[config.mk]
export PLATFORM = sky130hd
export DESIGN_NAME = cpu7_memwb_pipe_flat
export DESIGN_NICKNAME = d
export VERILOG_FILES = /design/src/rtl/cpu7_memwb_pipe_pkg.sv /design/src/rtl/cpu7_memwb_pipe_if.sv /design/src/rtl/cpu7_memwb_pipe_fwd_sel.sv /design/src/rtl/cpu7_memwb_pipe.sv /design/src/flat_wrapper.sv
export SDC_FILE = /design/constraint.sdc
export NUM_CORES = 1
export LEC_CHECK = 0
export CORE_UTILIZATION = 40
export DETAILED_ROUTE_END_ITERATION = 10
export PLACE_DENSITY = 0.75
export SYNTH_ARGS = -nofsm -noshare
export SYNTH_HDL_FRONTEND = slang
export SYNTH_SLANG_ARGS = --single-unit
[constraint.sdc]
create_clock -name clk -period 5.5 [get_ports clk]
set_input_delay 0.55 -clock clk [delete_from_list [all_inputs] [get_ports clk]]
set_output_delay 0.55 -clock clk [all_outputs]
set_load 0.005 [all_outputs]
[src/rtl/cpu7_memwb_pipe_pkg.sv]
// -----------------------------------------------------------------------------
// cpu7_memwb_pipe_pkg
// Shared definitions for the cpu7 post-EX pipeline backbone:
//   - CPU7_XLEN / CPU7_RFIDX_WIDTH : default datapath and register-index widths,
//     used as parameter defaults by every module of the slice.
//   - fwd_src_e                    : which source feeds a forwarded operand.
//   - fwd_pick()                   : priority encoder for the forwarding mux.
// -----------------------------------------------------------------------------
package cpu7_memwb_pipe_pkg;

    localparam int CPU7_XLEN        = 32;
    localparam int CPU7_RFIDX_WIDTH = 5;

    typedef enum logic [1:0] {
        FWD_RF  = 2'd0,
        FWD_MEM = 2'd1,
        FWD_WB  = 2'd2
    } fwd_src_e;

    // Highest priority first: x0 always reads the register file, then the
    // younger MEM result, then the older WB result.
    function automatic fwd_src_e fwd_pick(input logic src_zero,
                                          input logic mem_hit,
                                          input logic wb_hit);
        fwd_src_e sel;
        if (src_zero)     sel = FWD_RF;
        else if (mem_hit) sel = FWD_MEM;
        else if (wb_hit)  sel = FWD_WB;
        else              sel = FWD_RF;
        return sel;
    endfunction

endpackage

[src/rtl/cpu7_memwb_pipe_if.sv]
// -----------------------------------------------------------------------------
// cpu7_memwb_pipe_if
// Bundles the EX-side inputs, the load-return handshake and the pipeline
// outputs of cpu7_memwb_pipe.
//   master : the environment (EX stage, data memory, register file)
//   slave  : the pipeline backbone itself
// Signals:
//   ex_valid_i/ex_we_i/ex_load_i/ex_rd_i/ex_result_i : instruction in EX
//   ex_rs1_i/ex_rs2_i/ex_rs1_val_i/ex_rs2_val_i       : EX sources + RF data
//   flush_i                                           : kill EX instruction
//   mem_rvalid_i/mem_rdata_i                          : load data return
//   fwd_rs1_o/fwd_rs2_o                               : forwarded operands
//   stall_o                                           : hold EX and earlier
//   mem_valid_o/mem_load_o                            : MEM slot status
//   wb_we_o/wb_rd_o/wb_data_o                         : register-file write
// -----------------------------------------------------------------------------
interface cpu7_memwb_pipe_if
    import cpu7_memwb_pipe_pkg::*;
#(
    parameter int XLEN        = CPU7_XLEN,
    parameter int RFIDX_WIDTH = CPU7_RFIDX_WIDTH
);
    logic                   ex_valid_i;
    logic                   ex_we_i;
    logic                   ex_load_i;
    logic [RFIDX_WIDTH-1:0] ex_rd_i;
    logic [XLEN-1:0]        ex_result_i;
    logic [RFIDX_WIDTH-1:0] ex_rs1_i;
    logic [RFIDX_WIDTH-1:0] ex_rs2_i;
    logic [XLEN-1:0]        ex_rs1_val_i;
    logic [XLEN-1:0]        ex_rs2_val_i;
    logic                   flush_i;
    logic                   mem_rvalid_i;
    logic [XLEN-1:0]        mem_rdata_i;
    logic [XLEN-1:0]        fwd_rs1_o;
    logic [XLEN-1:0]        fwd_rs2_o;
    logic                   stall_o;
    logic                   mem_valid_o;
    logic                   mem_load_o;
    logic                   wb_we_o;
    logic [RFIDX_WIDTH-1:0] wb_rd_o;
    logic [XLEN-1:0]        wb_data_o;

    modport master (
        output ex_valid_i, ex_we_i, ex_load_i, ex_rd_i, ex_result_i,
               ex_rs1_i, ex_rs2_i, ex_rs1_val_i, ex_rs2_val_i,
               flush_i, mem_rvalid_i, mem_rdata_i,
        input  fwd_rs1_o, fwd_rs2_o, stall_o, mem_valid_o, mem_load_o,
               wb_we_o, wb_rd_o, wb_data_o
    );

    modport slave (
        input  ex_valid_i, ex_we_i, ex_load_i, ex_rd_i, ex_result_i,
               ex_rs1_i, ex_rs2_i, ex_rs1_val_i, ex_rs2_val_i,
               flush_i, mem_rvalid_i, mem_rdata_i,
        output fwd_rs1_o, fwd_rs2_o, stall_o, mem_valid_o, mem_load_o,
               wb_we_o, wb_rd_o, wb_data_o
    );

endinterface

[src/rtl/cpu7_memwb_pipe_fwd_sel.sv]
// -----------------------------------------------------------------------------
// cpu7_fwd_sel
// Combinational priority forwarding select for one EX operand.
// Ports:
//   src_i        : EX source register index
//   rf_val_i     : register-file read data for src_i
//   mem_fwd_en_i : MEM slot is live and writes a register
//   mem_rd_i     : MEM destination index
//   mem_val_i    : MEM result (ALU result or load data)
//   wb_fwd_en_i  : WB slot is committing a write (already excludes x0)
//   wb_rd_i      : WB destination index
//   wb_val_i     : WB write data
//   fwd_o        : selected operand
// -----------------------------------------------------------------------------
module cpu7_fwd_sel
    import cpu7_memwb_pipe_pkg::*;
#(
    parameter int XLEN        = CPU7_XLEN,
    parameter int RFIDX_WIDTH = CPU7_RFIDX_WIDTH
) (
    input  logic [RFIDX_WIDTH-1:0] src_i,
    input  logic [XLEN-1:0]        rf_val_i,
    input  logic                   mem_fwd_en_i,
    input  logic [RFIDX_WIDTH-1:0] mem_rd_i,
    input  logic [XLEN-1:0]        mem_val_i,
    input  logic                   wb_fwd_en_i,
    input  logic [RFIDX_WIDTH-1:0] wb_rd_i,
    input  logic [XLEN-1:0]        wb_val_i,
    output logic [XLEN-1:0]        fwd_o
);

    logic     src_zero;
    logic     mem_hit;
    logic     wb_hit;
    fwd_src_e sel;

    always_comb begin
        src_zero = (src_i == '0);
        mem_hit  = mem_fwd_en_i & (mem_rd_i == src_i);
        wb_hit   = wb_fwd_en_i & (wb_rd_i == src_i);
        sel      = fwd_pick(src_zero, mem_hit, wb_hit);
    end

    always_comb begin
        fwd_o = rf_val_i;
        case (sel)
            FWD_MEM: fwd_o = mem_val_i;
            FWD_WB:  fwd_o = wb_val_i;
            default: fwd_o = rf_val_i;
        endcase
    end

endmodule

[src/rtl/cpu7_memwb_pipe.sv]
// -----------------------------------------------------------------------------
// cpu7_memwb_pipe
// Post-EX pipeline backbone for cpu7: MEM and WB registers with valid bits,
// priority forwarding (MEM, then WB) into both EX operands, and a
// variable-latency load-return handshake that drives the upstream stall and
// lets a flush arriving during a stall kill the held EX instruction.
// Parameters:
//   XLEN, RFIDX_WIDTH : datapath / register index widths
//   WB_FWD            : 1 = forward from WB as well as MEM, 0 = MEM only
// Ports:
//   clk   : clock, all state updates on the rising edge
//   reset : synchronous, active-high
//   bus   : cpu7_memwb_pipe_if.slave (EX inputs, load return, outputs)
//   stall_cnt_o : saturating stall-cycle counter, present only when the
//                 CPU7_PIPE_PERF_EN macro is defined
// -----------------------------------------------------------------------------
module cpu7_memwb_pipe
    import cpu7_memwb_pipe_pkg::*;
#(
    parameter int XLEN        = CPU7_XLEN,
    parameter int RFIDX_WIDTH = CPU7_RFIDX_WIDTH,
    parameter bit WB_FWD      = 1'b1
) (
    input  logic              clk,
    input  logic              reset,
    cpu7_memwb_pipe_if.slave  bus
`ifdef CPU7_PIPE_PERF_EN
    ,
    output logic [31:0]       stall_cnt_o
`endif
);

    // MEM stage
    logic                   mem_valid_q, mem_valid_d;
    logic                   mem_we_q, mem_we_d;
    logic                   mem_load_q, mem_load_d;
    logic [RFIDX_WIDTH-1:0] mem_rd_q, mem_rd_d;
    logic [XLEN-1:0]        mem_result_q, mem_result_d;
    logic                   load_done_q, load_done_d;
    logic [XLEN-1:0]        load_buf_q, load_buf_d;
    logic                   kill_pend_q, kill_pend_d;

    // WB stage; wb_we_q already folds WB valid, rd write enable and rd != 0
    logic                   wb_we_q, wb_we_d;
    logic [RFIDX_WIDTH-1:0] wb_rd_q, wb_rd_d;
    logic [XLEN-1:0]        wb_data_q, wb_data_d;

    logic [XLEN-1:0]        mem_value;
    logic                   mem_ready;
    logic                   stall;
    logic                   load_wait;

    always_comb begin
        if (mem_load_q)
            mem_value = load_done_q ? load_buf_q : bus.mem_rdata_i;
        else
            mem_value = mem_result_q;
        mem_ready = ~mem_load_q | load_done_q | bus.mem_rvalid_i;
        stall     = mem_valid_q & ~mem_ready;
        load_wait = mem_valid_q & mem_load_q & ~load_done_q;
    end

    always_comb begin
        mem_valid_d  = mem_valid_q;
        mem_we_d     = mem_we_q;
        mem_load_d   = mem_load_q;
        mem_rd_d     = mem_rd_q;
        mem_result_d = mem_result_q;
        load_done_d  = load_done_q;
        load_buf_d   = load_buf_q;
        kill_pend_d  = kill_pend_q;
        wb_we_d      = wb_we_q;
        wb_rd_d      = wb_rd_q;
        wb_data_d    = wb_data_q;

        if (!stall) begin
            // A flush seen during an earlier stall kills the instruction EX
            // has been holding since then.
            mem_valid_d  = bus.ex_valid_i & ~bus.flush_i & ~kill_pend_q;
            mem_we_d     = bus.ex_we_i;
            mem_load_d   = bus.ex_load_i;
            mem_rd_d     = bus.ex_rd_i;
            mem_result_d = bus.ex_result_i;
            load_done_d  = 1'b0;
            kill_pend_d  = 1'b0;
            // A load beat arriving now goes straight to WB through mem_value.
            wb_we_d      = mem_valid_q & mem_we_q & (mem_rd_q != '0);
            // rd/data only change on a real write so they hold otherwise.
            if (wb_we_d) begin
                wb_rd_d   = mem_rd_q;
                wb_data_d = mem_value;
            end
        end else begin
            wb_we_d = 1'b0;
            if (bus.flush_i)
                kill_pend_d = 1'b1;
            // Beat that cannot advance is parked in load_buf. Extra beats
            // (load_done set, or no load in MEM) fall through untouched.
            if (load_wait && bus.mem_rvalid_i) begin
                load_done_d = 1'b1;
                load_buf_d  = bus.mem_rdata_i;
            end
        end
    end

    always_ff @(posedge clk) begin
        if (reset) begin
            mem_valid_q  <= 1'b0;
            mem_we_q     <= 1'b0;
            mem_load_q   <= 1'b0;
            mem_rd_q     <= '0;
            mem_result_q <= '0;
            load_done_q  <= 1'b0;
            load_buf_q   <= '0;
            kill_pend_q  <= 1'b0;
            wb_we_q      <= 1'b0;
            wb_rd_q      <= '0;
            wb_data_q    <= '0;
        end else begin
            mem_valid_q  <= mem_valid_d;
            mem_we_q     <= mem_we_d;
            mem_load_q   <= mem_load_d;
            mem_rd_q     <= mem_rd_d;
            mem_result_q <= mem_result_d;
            load_done_q  <= load_done_d;
            load_buf_q   <= load_buf_d;
            kill_pend_q  <= kill_pend_d;
            wb_we_q      <= wb_we_d;
            wb_rd_q      <= wb_rd_d;
            wb_data_q    <= wb_data_d;
        end
    end

    // Forwarding: one select per EX operand
    logic [RFIDX_WIDTH-1:0] op_src [2];
    logic [XLEN-1:0]        op_rf  [2];
    logic [XLEN-1:0]        op_fwd [2];
    logic                   mem_fwd_en;
    logic                   wb_fwd_en;

    always_comb begin
        op_src[0]  = bus.ex_rs1_i;
        op_src[1]  = bus.ex_rs2_i;
        op_rf[0]   = bus.ex_rs1_val_i;
        op_rf[1]   = bus.ex_rs2_val_i;
        mem_fwd_en = mem_valid_q & mem_we_q;
        wb_fwd_en  = WB_FWD & wb_we_q;
    end

    generate
        for (genvar gi = 0; gi < 2; gi++) begin : g_fwd
            cpu7_fwd_sel #(
                .XLEN        (XLEN),
                .RFIDX_WIDTH (RFIDX_WIDTH)
            ) u_fwd_sel (
                .src_i        (op_src[gi]),
                .rf_val_i     (op_rf[gi]),
                .mem_fwd_en_i (mem_fwd_en),
                .mem_rd_i     (mem_rd_q),
                .mem_val_i    (mem_value),
                .wb_fwd_en_i  (wb_fwd_en),
                .wb_rd_i      (wb_rd_q),
                .wb_val_i     (wb_data_q),
                .fwd_o        (op_fwd[gi])
            );
        end
    endgenerate

    assign bus.fwd_rs1_o   = op_fwd[0];
    assign bus.fwd_rs2_o   = op_fwd[1];
    assign bus.stall_o     = stall;
    assign bus.mem_valid_o = mem_valid_q;
    assign bus.mem_load_o  = load_wait;
    assign bus.wb_we_o     = wb_we_q;
    assign bus.wb_rd_o     = wb_rd_q;
    assign bus.wb_data_o   = wb_data_q;

`ifdef CPU7_PIPE_PERF_EN
    logic [31:0] stall_cnt_q, stall_cnt_d;

    always_comb begin
        stall_cnt_d = stall_cnt_q;
        if (stall && (stall_cnt_q != 32'hFFFF_FFFF))
            stall_cnt_d = stall_cnt_q + 32'd1;
    end

    always_ff @(posedge clk) begin
        if (reset)
            stall_cnt_q <= 32'd0;
        else
            stall_cnt_q <= stall_cnt_d;
    end

    assign stall_cnt_o = stall_cnt_q;
`endif

endmodule
[src/flat_wrapper.sv]
// flat-port wrapper written by rule: the top's interface ports become plain ports
module cpu7_memwb_pipe_flat import cpu7_memwb_pipe_pkg::*;
#(
    parameter int XLEN        = CPU7_XLEN,
    parameter int RFIDX_WIDTH = CPU7_RFIDX_WIDTH,
    parameter bit WB_FWD      = 1'b1
)
  (clk, reset, bus_ex_valid_i, bus_ex_we_i, bus_ex_load_i, bus_ex_rd_i, bus_ex_result_i, bus_ex_rs1_i, bus_ex_rs2_i, bus_ex_rs1_val_i, bus_ex_rs2_val_i, bus_flush_i, bus_mem_rvalid_i, bus_mem_rdata_i, bus_fwd_rs1_o, bus_fwd_rs2_o, bus_stall_o, bus_mem_valid_o, bus_mem_load_o, bus_wb_we_o, bus_wb_rd_o, bus_wb_data_o);
  cpu7_memwb_pipe_if #(.XLEN(XLEN), .RFIDX_WIDTH(RFIDX_WIDTH)) bus_i ();
  input  logic clk;
  input  logic reset;
  input wire logic [$bits(bus_i.ex_valid_i)-1:0] bus_ex_valid_i;
  input wire logic [$bits(bus_i.ex_we_i)-1:0] bus_ex_we_i;
  input wire logic [$bits(bus_i.ex_load_i)-1:0] bus_ex_load_i;
  input wire logic [$bits(bus_i.ex_rd_i)-1:0] bus_ex_rd_i;
  input wire logic [$bits(bus_i.ex_result_i)-1:0] bus_ex_result_i;
  input wire logic [$bits(bus_i.ex_rs1_i)-1:0] bus_ex_rs1_i;
  input wire logic [$bits(bus_i.ex_rs2_i)-1:0] bus_ex_rs2_i;
  input wire logic [$bits(bus_i.ex_rs1_val_i)-1:0] bus_ex_rs1_val_i;
  input wire logic [$bits(bus_i.ex_rs2_val_i)-1:0] bus_ex_rs2_val_i;
  input wire logic [$bits(bus_i.flush_i)-1:0] bus_flush_i;
  input wire logic [$bits(bus_i.mem_rvalid_i)-1:0] bus_mem_rvalid_i;
  input wire logic [$bits(bus_i.mem_rdata_i)-1:0] bus_mem_rdata_i;
  output wire logic [$bits(bus_i.fwd_rs1_o)-1:0] bus_fwd_rs1_o;
  output wire logic [$bits(bus_i.fwd_rs2_o)-1:0] bus_fwd_rs2_o;
  output wire logic [$bits(bus_i.stall_o)-1:0] bus_stall_o;
  output wire logic [$bits(bus_i.mem_valid_o)-1:0] bus_mem_valid_o;
  output wire logic [$bits(bus_i.mem_load_o)-1:0] bus_mem_load_o;
  output wire logic [$bits(bus_i.wb_we_o)-1:0] bus_wb_we_o;
  output wire logic [$bits(bus_i.wb_rd_o)-1:0] bus_wb_rd_o;
  output wire logic [$bits(bus_i.wb_data_o)-1:0] bus_wb_data_o;
  assign bus_i.ex_valid_i = bus_ex_valid_i;
  assign bus_i.ex_we_i = bus_ex_we_i;
  assign bus_i.ex_load_i = bus_ex_load_i;
  assign bus_i.ex_rd_i = bus_ex_rd_i;
  assign bus_i.ex_result_i = bus_ex_result_i;
  assign bus_i.ex_rs1_i = bus_ex_rs1_i;
  assign bus_i.ex_rs2_i = bus_ex_rs2_i;
  assign bus_i.ex_rs1_val_i = bus_ex_rs1_val_i;
  assign bus_i.ex_rs2_val_i = bus_ex_rs2_val_i;
  assign bus_i.flush_i = bus_flush_i;
  assign bus_i.mem_rvalid_i = bus_mem_rvalid_i;
  assign bus_i.mem_rdata_i = bus_mem_rdata_i;
  assign bus_fwd_rs1_o = bus_i.fwd_rs1_o;
  assign bus_fwd_rs2_o = bus_i.fwd_rs2_o;
  assign bus_stall_o = bus_i.stall_o;
  assign bus_mem_valid_o = bus_i.mem_valid_o;
  assign bus_mem_load_o = bus_i.mem_load_o;
  assign bus_wb_we_o = bus_i.wb_we_o;
  assign bus_wb_rd_o = bus_i.wb_rd_o;
  assign bus_wb_data_o = bus_i.wb_data_o;
  cpu7_memwb_pipe #(.XLEN(XLEN), .RFIDX_WIDTH(RFIDX_WIDTH), .WB_FWD(WB_FWD)) u_core (.clk(clk), .reset(reset), .bus(bus_i));
endmodule
==> flow_summary.toml, run 1 <==
[setup_path]
critPathLaunchType = "input port"
worstSetupPathType = "in -> out"
arrival_ps = 3720
cp_max_fo = 64
cp.required_ps = 4950
cp-end-kind = "output pin"

[placed_design]
hpwl_um = 13570
gp_congestion = 0.8443
numPortBuffers = 254
dp_worst_setup_slack_ps = 1201
dpl.cell_count = 1129

[logic_synthesis]
syn_inst = 747
netlist_area_um2 = 5866
synthAdderAreaFrac_pct = 0.4266
synth_simple_gate_area_share_pct = 19.24
avgSynthCellArea_um2 = 7.852
synth_seq_cells = 112
yosys_warnings = 0
synthXorXnorAreaFrac_pct = 2.986
synth_ff_type = "dfxtp_1"
async_flop_share_pct = 0
synth_edf_count = 0
synth_compound_area_share_pct = 28.52
synth_cell_types = 33
synth_top_family_by_area = "compound AO/OA/AOI/OAI gates"
synth.area.mux_share_pct = 5.461
syn_nets = 899
ys_seq_area_share_pct = 38.23

[route]
vias = 6075
wl_per_cell_um = 17.35
first_pass_iters = 4
final_antenna_net_count = 0
viasPerCell = 5.306
drc = 0
drt_iter0_drc = 286
wirelength_um = 19870

[clocking]
cts_tree = "built"
cts.path.max_buffers = 2
clk_latency_ps = 350
cts_resized = 0
post_cts_buffers = 0
htreeDepth = 3
clock-sinks = 112
cts-root-buf = "clkbuf_16"
cts_made_buffers = 9
hold_buffers = 0
clk_pin_slew_worst_paths_ps = 70

[sta]
setup_violations = 0
clock-skew-final_ps = 4.411
relSlewSlack_pct = 25.17
hold_viol = 0
finalCritPeriodShare_pct = 77.70
rsz0062_at_grt = "no"
fin_ws_ps = 1227
tightest_slew_ps = 1118
tns_ps = 0
max_freq_mhz = 234.0
finalMaxSlewViolations = 0
min_period_ps = 4273
holdWs_ps = 451.4

[layout]
fin_nets = 1112
antenna_cells = 0
final_common_cell = "clkdlybuf4s50_1"
instances_no_fill = 1145
area_growth_pct = 49.83
drive_above_1_share_pct = 6.943
nFillCells = 1271
final_cell_mix = "clkdlybuf4s50_1, nand2_1, dfxtp_1"

[grt]
grt_pass1_wl_um = 30200
grt_usage_pct = 26.17
antenna_found_initial = 0
grt_overflow_total = 0
grt_pass1_vias = 5784
grt_start_max_net_pins = 65

[die]
fp.dieH_um = 123.1
die_x_um = 123.1
dieArea_um2 = 15150
ios = 255
core_um2 = 14100
start_util_pct = 41.61
fp-row-count = 43

[power_and_ir_drop]
cellLeakagePower_nw = 3.299
power_density_nw_per_um2 = 209.1
peakVddDrop_v = 0.0001198

[job]
maxCapViolations = 0

[status]
status = "finished, final reports clean"

[min_path]
hold_class = "reg -> reg"
## flip-flops by register name (all words and copies together) (netlist names)
register                flops
u_core.bus.wb_data_o       32
u_core.mem_load_q           1
u_core.mem_result_q        32
u_core.load_done_q          1
u_core.bus.wb_we_o          1
u_core.kill_pend_q          1
u_core.bus.wb_rd_o          5
u_core.mem_we_q             1
u_core.load_buf_q          32
u_core.mem_rd_q             5
u_core.bus.mem_valid_o      1
## power breakdown
group	total, mW	switching [mW]	internal [mW]
logic	0.309	0.115	0.194
registers	0.850	0.0207	0.829
clock network	0.678	0.301	0.377
total	1.84	0.437	1.40
## per-layer routing
layer	vias to the layer above	global-route usage [%]	wire length, µm
met5	-	0	0
met4	0	9.563	404
met3	27	4.889	1740
met2	240	45.15	9363
met1	2777	32.39	8363
li1	3031	-	-
## logic make-up (layout without fill, tap and decap cells)
group / count (synthesis) / count (layout)
buffers and inverters: 67 / 285
AND/OR/NAND/NOR: 271 / 271
XOR/XNOR: 20 / 20
other: 1 / 1
adder cells (fa/ha/maj): 2 / 2
multiplexers: 32 / 32
flip-flops: 112 / 112
AO/OA/AOI/OAI: 242 / 242
## worst paths after layout
kind	from	to	slack [ps]	cells after the start
max	bus_ex_rs1_i[1]	bus_fwd_rs1_o[25]	1230	8
min	u_core.mem_result_q[26]$_SDFFE_PP0N_	u_core.mem_result_q[26]$_SDFFE_PP0N_	450	2
max reg2reg	u_core.load_done_q$_SDFFE_PP0P_	u_core.bus.wb_rd_o[4]$_SDFFE_PP0P_	3030	5
min reg2reg	u_core.mem_result_q[26]$_SDFFE_PP0N_	u_core.mem_result_q[26]$_SDFFE_PP0N_	450	2
## final cells by class
type | instances | area (µm²) | area share (%)
inverters | 3 | 11.26 | 0.1281
clock buffers | 11 | 252.7 | 2.876
flip-flops and latches | 112 | 2245 | 25.54
clock inverters | 5 | 55.05 | 0.6264
well taps | 180 | 225.2 | 2.563
repair buffers | 266 | 2643 | 30.07
multi-input cells | 568 | 3357 | 38.20
## cells in the mapped netlist (10+ instances only)
library cell | count | area (µm²)
a21oi_1 | 107 | 535.5
nor2_1 | 42 | 157.7
buf_2 | 10 | 50.05
nand2_1 | 184 | 690.7
a2bb2oi_2 | 30 | 450.4
o22ai_1 | 32 | 200.2
a22oi_1 | 34 | 255.2
xnor2_1 | 14 | 122.6
dfxtp_1 | 112 | 2242
mux2i_1 | 32 | 320.3
clkbuf_1 | 43 | 161.4
nor2b_1 | 32 | 200.2
o21ai_0 | 33 | 165.2
## worst max-delay path, cell delays in order
cell and delay (ps):
clkdlybuf4s50_1 470, or4_1 580, o21ai_0 250, inv_1 80, ha_2 1010, nand2_1 120
o21ai_0 120, clkdlybuf4s50_1 540
## through the flow
stage	cell area [µm²]	total power, mW	utilization (%)
floorplan	5866	0.9842	-
global placement	8481	1.174	60.16
detailed placement	8481	1.177	60.16
CTS	8788	1.847	62.35
global route	8788	1.903	62.35
finish	8788	1.838	62.35
(Power assumes the default switching activity.)
==> inputs of run 2 (changes only) <==
CORE_UTILIZATION = 39   (was 40)
PLACE_DENSITY = 0.76   (was 0.75)
clock period = 3.5 ns   (was 5.5 ns; I/O delays follow)
==> flow_summary.toml, run 2 (synthesis gave the netlist of run 1 again) <==
[status]
status = "finished, final reports clean"

[power_and_ir_drop]
p_sw_share_pct = 23.70
p_sw_uw = 683.5
combinationalPowerShare_pct = 17.3
cellLeakagePower_nw = 3.412
power_density_nw_per_um2 = 319.9
pwr-share-clk_pct = 36.5
internal-power_mw = 2.201
power.share.sequential_pct = 46.2
peakVddDrop_v = 0.0002241

[clocking]
cts_made_buffers = 9
clk_latency_ps = 350
htreeDepth = 3
hold_buffers = 0
cts-root-buf = "clkbuf_16"
clock-sinks = 112
clk_pin_slew_worst_paths_ps = 70
cts.path.max_buffers = 2
cts_tree = "built"

[sta]
rsz0062_at_grt = "no"
min_period_ps = 3371
finalCritPeriodShare_pct = 96.30
setup_violations = 0
tightest_slew_ps = 1101
hold_viol = 0
clock-skew-final_ps = 6.727
tns_ps = 0
max_freq_mhz = 296.7
finalMaxSlewViolations = 0
relSlewSlack_pct = 26.34

[setup_path]
cp-end-kind = "output pin"
path_cells = "clkdlybuf4s50_1 > xnor2_1 > nand4_1 > nor3_2 > or4_4 > inv_1 > ha_2 > buf_12 > a22oi_1 > o21ai_0 > clkdlybuf4s50_1"
path_common_cell = "clkdlybuf4s50_1"
cp_max_fo = 25
cp.required_ps = 3150
critPathLaunchType = "input port"
critPathTopFamily = "buffers and inverters"
worstSetupPathType = "in -> out"
cp_slowest_stage_delay_ps = 550
slowest_stage = "or4_4"
arrival_ps = 3020
cp_num_buf_inv = 4

[die]
die_x_um = 124.6
start_util_pct = 40.21
ios = 255
dieArea_um2 = 15530
fp-row-count = 44
fp.dieH_um = 124.6
core_um2 = 14590

[grt]
grt_usage_pct = 25.38
grt_pass1_vias = 5941
grt_start_max_net_pins = 46
grt_overflow_total = 0
antenna_found_initial = 0
grt_pass1_wl_um = 31340

[route]
viasPerCell = 5.298
vias = 6162
wl_per_cell_um = 17.34
drc = 0
drt_iter0_drc = 318
first_pass_iters = 5
final_antenna_net_count = 0
wirelength_um = 20160

[layout]
nFillCells = 1302
antenna_cells = 0
finish.instance_area_um2 = 9016
instances_no_fill = 1163
final_common_cell = "clkdlybuf4s50_1"
final_cell_mix = "clkdlybuf4s50_1, nand2_1, dfxtp_1"
drive_above_1_share_pct = 8.682
fin_nets = 1128
area_growth_pct = 53.71

[placed_design]
gp_congestion = 0.8248
hpwl_um = 14170
numPortBuffers = 254
dpl.cell_count = 1149
postPlaceCellArea_um2 = 8693

[job]
maxCapViolations = 0

[min_path]
hold_class = "in -> reg"
[run 2: worst paths after layout]
kind,slack (ps),cells past startpoint,to,start
min,450,2,u_core.mem_load_q$_SDFFE_PP0N_,reset
max,130,11,bus_fwd_rs1_o[22],bus_ex_rs1_i[1]
max reg2reg,950,6,u_core.bus.wb_rd_o[4]$_SDFFE_PP0P_,u_core.load_done_q$_SDFFE_PP0P_
min reg2reg,450,2,u_core.mem_result_q[30]$_SDFFE_PP0N_,u_core.mem_result_q[30]$_SDFFE_PP0N_
[run 2: through the flow]
step | util, % | total power [mW] | setup slack, ps | hold slack, ps
3_3_place_gp | 59.59 | 1.855 | 22.17 | 438.0
5_1_grt | 61.80 | 2.979 | 15.25 | 465.2
4_1_cts | 61.61 | 2.896 | 69.42 | 437.8
2_1_floorplan | - | 1.547 | 1055 | 431.8
6_report | 61.80 | 2.884 | 129.4 | 448.3
3_5_place_dp | 59.59 | 1.860 | -8.519 | 442.9
[run 2: metal layers]
layer | wire length [µm] | up-vias | GRT usage (%)
met5 | 0 | - | 0
met4 | 427 | 0 | 9.142
met3 | 1279 | 28 | 5.155
met2 | 9981 | 237 | 43.78
met1 | 8474 | 2844 | 31.06
li1 | - | 3053 | -
[run 2: timing repair]
| action | in CTS | in global routing |
|---|---|---|
| setup buffers | 0 | 0 |
| resized for setup | 1 | 8 |
| endpoints found under the setup margin | 15 | 32 |
[run 2: cell type report]
class                      instances  area, µm²  share of cell area (%)
tap                              184      230.2                   2.553
multi-input combinational        568       3382                   37.51
timing repair buffer             282       2853                   31.64
clock inverter                     3      42.54                  0.4718
clock buffer                      11      252.7                   2.803
sequential                       112       2245                   24.90
inverter                           3      11.26                  0.1249
[run 2: power by group through the flow]
stage / clock [mW] / sequential, mW / combinational [mW]
after floorplan: 0 / 1.35 / 0.197
after global placement: 0 / 1.36 / 0.494
after detailed placement: 0 / 1.36 / 0.498
after CTS: 1.06 / 1.33 / 0.501
after global routing: 1.10 / 1.34 / 0.538
final: 1.05 / 1.33 / 0.498
==> inputs of run 3 (changes only) <==
ABC_CLOCK_PERIOD_IN_PS = 3500   (was unset)
==> results of run 3 <==
The final DEF is identical to that of run 2; final timing and power are the same.
